==> src/rtl/nv_nvdla_hls_shiftleftsat_pipe.sv <==
// Purpose: signed left shift by a per-sample amount, saturated to OUT_WIDTH bits, with a saturation event counter.
// Latency: two register stages; one sample per cycle when not stalled.
// Backpressure: valid/ready; in_prdy follows out_prdy combinationally, and both stages hold while the output is stalled.
module nv_nvdla_hls_shiftleftsat_pipe #(
  parameter int IN_WIDTH    = 32,
  parameter int OUT_WIDTH   = 49,
  parameter int SHIFT_WIDTH = 6
) (
  input  logic                   nvdla_core_clk,
  input  logic                   nvdla_core_rstn,
  input  logic                   in_pvld,
  output logic                   in_prdy,
  input  logic [IN_WIDTH-1:0]    in_data,
  input  logic [SHIFT_WIDTH-1:0] in_shift,
  output logic                   out_pvld,
  input  logic                   out_prdy,
  output logic [OUT_WIDTH-1:0]   out_data,
  output logic                   out_sat,
  input  logic                   sat_cnt_clr,
  output logic [31:0]            sat_cnt
);

  // The widest shift needs IN_WIDTH + 2^SHIFT_WIDTH - 1 bits; one spare bit keeps
  // the top bit a guaranteed copy of the sign so no result bit is ever lost.
  localparam int FULL_W = IN_WIDTH + (1 << SHIFT_WIDTH);
  // Bits from the output sign position upward must all equal the input sign.
  localparam int HI_W   = FULL_W - OUT_WIDTH + 1;

  localparam logic [OUT_WIDTH-1:0] SAT_MAX = {1'b0, {(OUT_WIDTH-1){1'b1}}};
  localparam logic [OUT_WIDTH-1:0] SAT_MIN = {1'b1, {(OUT_WIDTH-1){1'b0}}};

  logic [FULL_W-1:0]    in_ext;
  logic [FULL_W-1:0]    shifted;
  logic [HI_W-1:0]      hi_bits;
  logic                 in_neg;
  logic                 in_ovf;

  logic                 s1_vld;
  logic [OUT_WIDTH-1:0] s1_lo;
  logic                 s1_ovf;
  logic                 s1_neg;
  logic [OUT_WIDTH-1:0] s1_result;
  logic                 s2_adv;

  // Exact shift and overflow decision: out of range whenever any bit at or
  // above the output sign position differs from the input sign.
  always_comb begin
    in_ext  = {{(FULL_W-IN_WIDTH){in_data[IN_WIDTH-1]}}, in_data};
    shifted = in_ext << in_shift;
    hi_bits = shifted[FULL_W-1:OUT_WIDTH-1];
    in_neg  = in_data[IN_WIDTH-1];
    in_ovf  = in_neg ? ~(&hi_bits) : (|hi_bits);
  end

  // Stage 2 takes a new sample when empty or when its current one leaves;
  // stage 1 (and therefore the input) can move whenever stage 2 can.
  assign s2_adv  = !out_pvld || out_prdy;
  assign in_prdy = !s1_vld || s2_adv;

  // Clamp to the signed extreme matching the sample's sign on overflow.
  always_comb begin
    s1_result = s1_lo;
    if (s1_ovf) begin
      s1_result = s1_neg ? SAT_MIN : SAT_MAX;
    end
  end

  // Stage 1: low result bits plus overflow/sign decision.
  always_ff @(posedge nvdla_core_clk or negedge nvdla_core_rstn) begin
    if (!nvdla_core_rstn) begin
      s1_vld <= 1'b0;
      s1_lo  <= '0;
      s1_ovf <= 1'b0;
      s1_neg <= 1'b0;
    end else if (in_prdy) begin
      s1_vld <= in_pvld;
      if (in_pvld) begin
        s1_lo  <= shifted[OUT_WIDTH-1:0];
        s1_ovf <= in_ovf;
        s1_neg <= in_neg;
      end
    end
  end

  // Stage 2: registered outputs, held stable while stalled.
  always_ff @(posedge nvdla_core_clk or negedge nvdla_core_rstn) begin
    if (!nvdla_core_rstn) begin
      out_pvld <= 1'b0;
      out_data <= '0;
      out_sat  <= 1'b0;
    end else if (s2_adv) begin
      out_pvld <= s1_vld;
      if (s1_vld) begin
        out_data <= s1_result;
        out_sat  <= s1_ovf;
      end
    end
  end

  // Saturation counter: counts delivered saturated samples, sticks at all-ones,
  // and a clear wins over a same-cycle increment.
  always_ff @(posedge nvdla_core_clk or negedge nvdla_core_rstn) begin
    if (!nvdla_core_rstn) begin
      sat_cnt <= '0;
    end else if (sat_cnt_clr) begin
      sat_cnt <= '0;
    end else if (out_pvld && out_prdy && out_sat && (sat_cnt != 32'hFFFF_FFFF)) begin
      sat_cnt <= sat_cnt + 32'd1;
    end
  end

endmodule

==> config.mk <==
export PLATFORM = sky130hd
export DESIGN_NAME = nv_nvdla_hls_shiftleftsat_pipe
export DESIGN_NICKNAME = d
export VERILOG_FILES = /design/src/rtl/nv_nvdla_hls_shiftleftsat_pipe.sv
export SDC_FILE = /design/constraint.sdc
export NUM_CORES = 1
export LEC_CHECK = 0
export CAP_MARGIN = 20
export CORE_ASPECT_RATIO = 1.75
export CORE_UTILIZATION = 50
export DETAILED_ROUTE_END_ITERATION = 6
export PLACE_DENSITY_LB_ADDON = 0.12
export SLEW_MARGIN = 40
export SYNTH_ARGS = -nofsm -noshare
export SYNTH_HDL_FRONTEND = slang
export SYNTH_SLANG_ARGS = --single-unit
==> constraint.sdc <==
create_clock -name nvdla_core_clk -period 3.2 [get_ports nvdla_core_clk]
set_clock_uncertainty 0.05 [all_clocks]
set_input_delay 0.64 -clock nvdla_core_clk [delete_from_list [all_inputs] [get_ports nvdla_core_clk]]
set_output_delay 0.64 -clock nvdla_core_clk [all_outputs]
set_load 0.005 [all_outputs]
==> impl_metrics.tcl, run 1 <==
set metrics [dict create \
    synthCells 1001 \
    synth_top_area_share_pct 36.9 \
    worstHoldPathType "input pin to async pin" \
    wl_met3_um 1470 \
    routabilityCongestion 1.02 \
    io_buffers 126 \
    synth_seq_area_share_pct 36.9 \
    clock-sinks 135 \
    root_buffer "clkbuf_16" \
    cts_inserted_buffers 17 \
    coreArea_mm2 0.0180 \
    fin_crit_ps 3150 \
    timing.fmax_mhz 317 \
    fp.dieW_um 104 \
    tns_ps 0 \
    worstPathRequired_ps 3420 \
    grt_usage_pct 38.4 \
    finalCritPeriodShare_pct 98.5 \
    avgSynthCellArea_um2 9.16 \
    final-setup-viol-count 0 \
    power_density_mw_per_mm2 439 \
    drv_cap 0 \
    synthSimpleGateAreaFrac_pct 16.4 \
    crit_end "s1_ovf$_DFFE_PN0P_" \
    cp_slowest_cell "mux4_2" \
    synth_common_cells "135 x dfrtp_1, 128 x nor2_1, 125 x a21oi_1, 83 x nand2_1, 53 x clkbuf_1" \
    highest_layer "met4" \
    io_pins 127 \
    peakVddDrop_v 0.000447 \
    dr_wl_met2_um 19700 \
    finalHoldViolCount 0 \
    drive_gt1_share_pct 31.4 \
    yosysWarnings 0 \
    synthAdderAreaFrac_pct 0.136 \
    slew_headroom_pct 56.4 \
    yosys-top-cells-area "dfrtp_1 37%, a21oi_1 6.8%, mux4_2 6.1%" \
    rrSetupSlack_ps 190 \
    ys_types 73 \
    grt_pass1_vias 9926 \
    grt_pass1_wl_um 54600 \
    r2r_cells 9 \
    row_count 65 \
    drv_slew 0 \
    antenna_left 0 \
    synth-compound-area-share_pct 20.9 \
    cp-end-kind "register" \
    first_pass_iters 5 \
    synth-edff-count 0 \
    outcome "complete, no violations" \
    num_vias 9810 \
    overflow 0 \
    syn_to_final_growth_pct 45.4 \
    initial_core_util_pct 51.0 \
    htreeDepth 4 \
    die_area_mm2 0.0189 \
    worst_slew_pin_slew_ps 654 \
    cts_buffer_depth 2 \
    placedCellCount 1524 \
    num_antenna_cells 0 \
    reg2reg_to "sat_cnt[13]$_DFFE_PN0P_" \
    path_cells "clkbuf_4 > clkbuf_16 > mux2_2 > mux4_2 > mux2i_2 > nand2_1 > o21ai_1 > buf_4 > nand4_1 > o41ai_2 > and4bb_1 > a211oi_1" \
    cts_tree "built" \
    antenna_found_initial 0 \
    synth_top_family_by_area "compound AO/OA/AOI/OAI gates" \
    vias_per_cell 6.23 \
    place_hpwl_um 27600 \
    wl_per_cell_um 23.0 \
    max_stage_delay_ps 490 \
    cp-startpoint "in_shift[0]" \
    path_max_fanout 19 \
    fin_nets 1371 \
    wirelength_um 36100 \
    synth_nets 1045 \
    yosysMostFrequentCell "dfrtp_1" \
    ys_seq_elements 135 \
    worstPathArrival_ps 3370 \
    path_class "input pin to register" \
    start_kind "input pin" \
    synthMuxAreaShare_pct 18.2 \
    ys.flop_type "dfrtp_1" \
    clk_latency_ps 420 \
    synth_top_area_cell "dfrtp_1" \
    drt_iter0_drc 643 \
    clk_pin_slew_ps 60 \
    p_leak_nw 5.83 \
    synth_xor_area_share_pct 2.58 \
    met1_length_um 11700 \
    stdcell_count 1574 \
    synthArstFlopShare_pct 100 \
    grt_max_degree 79 \
    netlist_area_mm2 0.00917 \
    drc 0 \
    reg2reg_from "sat_cnt[19]$_DFFE_PN0P_" \
    die_h_um 181 \
]
[power by group]
group	total (W)	internal, W	leakage, nW	switching [W]
Sequential	0.00204	0.00191	1.65	0.000133
Clock	0.00183	0.00102	0.280	0.000808
Combinational	0.00198	0.00101	3.90	0.000969
Total	0.00585	0.00394	5.83	0.00191
[cells by family (layout without fill, tap and decap cells)]
family / after synthesis / after routing
compound gates: 304 / 304
mux: 114 / 114
xor+xnor: 27 / 27
buf+inv: 99 / 438
simple gates: 321 / 321
flops: 135 / 135
fa+ha+maj: 1 / 1
[repair_timing]
item                                    in CTS  in global routing
cloned                                       0                  2
pin swaps                                    1                 12
gates resized for setup                     41                 68
endpoints found under the setup margin       2                  1
hold buffers                                 0                  0
buffers inserted                             3                 14
[worst max-delay path, delay by kind of cell]
family                 cells  cell delay (ps)
multiplexers               3             1100
AO/OA/AOI/OAI              3              530
AND/OR/NAND/NOR            3              470
buffers and inverters      3              620
[routing by layer]
layer,vias to the layer above,global-route usage [%]
met5,-,0
met4,0,31.9
met3,163,5.41
met2,474,71.8
met1,4792,36.3
li1,4381,-
[how the worst min path moves through the flow]
stage,from,cells past startpoint,slack [ps],to
finish,nvdla_core_rstn,1,200,sat_cnt[8]$_DFFE_PN0P_
global route,nvdla_core_rstn,1,240,sat_cnt[8]$_DFFE_PN0P_
CTS,nvdla_core_rstn,1,220,out_data[27]$_DFFE_PN0P_
detailed placement,s1_lo[48]$_DFFE_PN0P_,2,410,s1_lo[48]$_DFFE_PN0P_
global placement,s1_vld$_DFFE_PN0N_,1,410,out_pvld$_DFFE_PN0P_
floorplan,nvdla_core_rstn,0,290,out_data[0]$_DFFE_PN0P_
[state kept, by name, summed over array words and instances (netlist names)]
signal	cells
sat_cnt	32
out_data	49
s1_lo	49
s1_neg	1
out_sat	1
out_pvld	1
s1_vld	1
s1_ovf	1
[layout make-up]
type / instances / area, um^2
clock buffers: 17 / 425
clock inverters: 15 / 133
fillers: 1299 / 4640
inverters: 17 / 63.8
multi-input cells: 767 / 5610
flip-flops and latches: 135 / 3380
well taps: 234 / 293
repair buffers: 389 / 3420
[per-stage QoR]
step | power [W] | worst slack [ps] | util, % | cell area [um^2] | hold WS, ps
2_1_floorplan | 0.00283 | 3.32 | - | 9170 | 294
3_3_place_gp | 0.00387 | -764 | 68.4 | 12300 | 406
3_5_place_dp | 0.00389 | -794 | 68.4 | 12300 | 412
4_1_cts | 0.00575 | 5.66 | 72.1 | 13000 | 218
5_1_grt | 0.00608 | -82.4 | 74.2 | 13300 | 241
6_report | 0.00585 | 48.9 | 74.2 | 13300 | 202
[layout by cell type (no fill, tap or decap), types with 11 or more instances in the layout]
cell,netlist,routed
nand3_1,26,26
mux2_2,35,31
nor2_1,128,121
a22o_1,14,14
dlymetal6s2s_1,0,15
xor2_1,19,19
a22oi_1,11,11
o221ai_1,15,12
mux2i_1,43,29
o21a_1,13,13
dfrtp_1,135,135
clkdlybuf4s50_1,0,93
o21ai_0,49,44
nand2_1,83,82
dlygate4sd2_1,0,13
nand4_1,12,12
inv_1,15,14
buf_4,2,246
clkbuf_16,0,19
mux2i_2,0,11
mux4_2,25,30
a21oi_1,125,120
(Power assumes the default switching activity.)
==> run 2, diff against run 1 <==
--- a/config.mk
+++ b/config.mk
@@ -8,6 +8,7 @@
 export CAP_MARGIN = 20
 export CORE_ASPECT_RATIO = 1.75
 export CORE_UTILIZATION = 50
+export CTS_CLUSTER_DIAMETER = 120
 export DETAILED_ROUTE_END_ITERATION = 6
 export PLACE_DENSITY_LB_ADDON = 0.12
 export SLEW_MARGIN = 40
==> results of run 2 <==
Same layout as run 1: the final DEF is identical, and so are final timing and power.
==> run 3, diff against run 2 <==
--- a/config.mk
+++ b/config.mk
@@ -5,9 +5,11 @@
 export SDC_FILE = /design/constraint.sdc
 export NUM_CORES = 1
 export LEC_CHECK = 0
+export ABC_AREA = 1
 export CAP_MARGIN = 20
 export CORE_ASPECT_RATIO = 1.75
 export CORE_UTILIZATION = 50
+export CTS_BUF_LIST = sky130_fd_sc_hd__clkbuf_16
 export CTS_CLUSTER_DIAMETER = 120
 export DETAILED_ROUTE_END_ITERATION = 6
 export PLACE_DENSITY_LB_ADDON = 0.12
==> run 3 against run 2 <==
Effect of this change: die area down 2.0%; via count up 1.2%; clock power up 6%; register-to-register slack better by 520 ps; count of clock-buffer cells in the layout unchanged; worst setup slack better by 280 ps; sequential share of layout area up 4.3 points; core utilization down 9.2 points; critical path type unchanged; highest routed layer unchanged.
==> impl_metrics.tcl, run 3 <==
set metrics [dict create \
    syn_to_final_growth_pct 26.9 \
    synth-compound-area-share_pct 12.4 \
    wirelength_um 32300 \
    worstHoldPathType "input pin to async pin" \
    ys_seq_elements 135 \
    worst_slew_pin_slew_ps 739 \
    row_count 64 \
    switching_share_pct 31.8 \
    fin_hold_ws_ps 96.5 \
    die_h_um 179 \
    htreeDepth 4 \
    drt_iter0_drc 515 \
    clk_pin_slew_ps 60 \
    seq_power_share_pct 36.7 \
    synthArstFlopShare_pct 100 \
    grt_pass1_wl_um 50500 \
    clock-sinks 135 \
    netlist_area_mm2 0.00898 \
    yosysMostFrequentCell "nand2_1" \
    finalHoldViolCount 0 \
    worstPathRequired_ps 3440 \
    die_area_mm2 0.0185 \
    globalRouteMet1Util_pct 36.9 \
    cp_slowest_cell "clkdlybuf4s50_1" \
    yosys-top-cells-area "dfrtp_1 38%, nand2_1 18%, nand3_1 15%" \
    combPwrFrac_pct 30.5 \
    dp_slack_ps -0.441 \
    synth_nets 1386 \
    coreArea_mm2 0.0175 \
    num_vias 9928 \
    layout_commonest_cell "nand2_1" \
    max_stage_delay_ps 530 \
    power_w 0.00591 \
    initial_core_util_pct 51.2 \
    synth_seq_area_share_pct 37.6 \
    ys_types 42 \
    fin_ws_ps 327 \
    vias_per_cell 5.78 \
    grt_pass1_vias 9700 \
    antenna_found_initial 1 \
    final-setup-viol-count 0 \
    drv_slew 0 \
    first_pass_iters 6 \
    cp_common_cell "nand2_1" \
    timing.fmax_mhz 348 \
    synthCells 1342 \
    synth_top_area_share_pct 37.6 \
    slew_headroom_pct 50.7 \
    synthAdderAreaFrac_pct 0.139 \
    fillers 1588 \
    fin_nets 1519 \
    path_cells "clkdlybuf4s50_1 > buf_12 > inv_8 > nand2_1 > nand3_1 > nand3_1 > nand3_1 > nand2_1 > nand2_1 > nand2_1 > nand2_1 > nand2_1 > nand3_1 > nor2_1 > nand2_1 > nor2_1 > nand2_1 > nand2_1 > nand3_1" \
    grt_max_degree 60 \
    grt_setup_unrepaired "false" \
    synth_top_area_cell "dfrtp_1" \
    place_area_mm2 0.0108 \
    ys.flop_type "dfrtp_1" \
    met2_usage_pct 67.9 \
    io_buffers 126 \
    fp.dieW_um 103 \
    cts_resized 0 \
    routabilityCongestion 1.00 \
    r2r_cells 11 \
    synth-edff-count 0 \
    p_leak_nw 5.34 \
    outcome "complete, no violations" \
    seqCellArea_mm2 0.00338 \
    worstPathArrival_ps 3120 \
    grtUsageMet3_pct 4.60 \
    synth_xor_area_share_pct 0.0975 \
    overflow 0 \
    clk_latency_ps 410 \
    power_frac_clock_pct 32.9 \
    grt_busiest_layer "met2" \
    path_buf_inv 3 \
    io_pins 127 \
    path_max_fanout 34 \
    cts_inserted_buffers 17 \
    synth_common_cells "440 x nand2_1, 278 x nand3_1, 135 x dfrtp_1, 99 x inv_1, 59 x o21ai_0" \
    crit_family "simple AND/OR/NAND/NOR gates" \
    path_depth 19 \
    hold_buffers 0 \
    cts_tree "built" \
    finalCritPeriodShare_pct 89.8 \
    synthMuxAreaShare_pct 0 \
    layout_common_cells "440 x nand2_1, 278 x nand3_1, 135 x dfrtp_1" \
    p_sw_w 0.00188 \
    root_buffer "clkbuf_16" \
    peakVddDrop_v 0.000522 \
    yosysWarnings 0 \
    reg_top3 "out_data x49, s1_lo x49, sat_cnt x32" \
    synth_top_family_by_area "simple AND/OR/NAND/NOR gates" \
    path_class "input pin to register" \
    multiInputGateArea_mm2 0.00478 \
    final_util_pct 65.0 \
    cp-end-kind "register" \
    start_kind "input pin" \
    wl_per_cell_um 18.8 \
    drc 0 \
    cts_buffer_depth 2 \
    drive_gt1_share_pct 9.35 \
    drv_cap 0 \
    synthSimpleGateAreaFrac_pct 40.6 \
    power_density_mw_per_mm2 519 \
    antenna_left 0 \
    place_hpwl_um 25100 \
    post_cts_buffers 0 \
    cell_internal_pwr_w 0.00403 \
    avgSynthCellArea_um2 6.69 \
    fin_crit_ps 2870 \
    grt_usage_pct 36.7 \
    design_area_mm2 0.0114 \
]
[run 3: cell types whose count changed after synthesis, sizes merged, moves of 44 or more]
| cell | delta |
|---|---|
| nand2 | +368 |
| nand3 | +257 |
| inv | +87 |
| a21oi | -80 |
| nor2 | -65 |
| mux2i | -44 |
| o211ai | +44 |
[run 3: final timing paths]
path	from	end	slack, ps
min in group nvdla_core_clk	out_data[24]$_DFFE_PN0P_	out_data[24]$_DFFE_PN0P_	450
worst max register to register	sat_cnt[1]$_DFFE_PN0P_	sat_cnt[31]$_DFFE_PN0P_	710
max in group asynchronous	nvdla_core_rstn	out_data[22]$_DFFE_PN0P_	2250
worst min register to register	out_data[24]$_DFFE_PN0P_	out_data[24]$_DFFE_PN0P_	450
worst min-delay path	nvdla_core_rstn	sat_cnt[19]$_DFFE_PN0P_	100
worst max-delay path	in_shift[0]	s1_ovf$_DFFE_PN0P_	330
[run 3: routing by layer]
| metal | wire length [um] | vias to the layer above |
|---|---|---|
| met4 | 2380 | 0 |
| li1 | - | 4736 |
| met3 | 1170 | 125 |
| met1 | 11300 | 4663 |
| met5 | 0 | - |
| met2 | 17500 | 404 |
[run 3: power groups by stage]
stage / combinational (W) / clock, W / sequential [W]
floorplan: 0.000861 / 0 / 0.00217
global placement: 0.00176 / 0 / 0.00218
detailed placement: 0.00178 / 0 / 0.00219
CTS: 0.00179 / 0.00196 / 0.00216
global route: 0.00198 / 0.00203 / 0.00219
finish: 0.00180 / 0.00194 / 0.00217
[run 3: cell families (layout without fill, tap and decap cells)]
logic type	after synthesis	after routing
fa+ha+maj	1	1
xor+xnor	1	1
flops	135	135
simple gates	828	828
buf+inv	190	335
compound gates	187	187
other cells	0	1
[run 3: worst reg2reg max path: stages (launching register included)]
cell,delay [ps]
dfrtp_1,390
inv_1,90
nor3_2,190
nand2_1,100
nor3_2,330
nand3_2,220
nor4_4,340
nand2_1,180
nor2_1,180
nand2_1,110
nor2_1,140
nor2_1,70
[run 3: final cells by class]
| type | instances | area share, % |
|---|---|---|
| Tap cell | 231 | 2.54 |
| Multi-Input combinational cell | 1017 | 42.0 |
| Sequential cell | 135 | 29.6 |
| Clock buffer | 17 | 3.73 |
| Inverter | 107 | 3.61 |
| Antenna cell | 1 | 0.0220 |
| Clock inverter | 14 | 1.41 |
| Timing Repair Buffer | 197 | 17.1 |
[run 3: metrics by stage]
| step | TNS [ps] | instances |
|---|---|---|
| after floorplan | 0 | 1342 |
| after global placement | -20.5 | 1687 |
| after detailed placement | -0.441 | 1687 |
| after CTS | 0 | 1718 |
| after global routing | 0 | 1719 |
| final | 0 | 1719 |
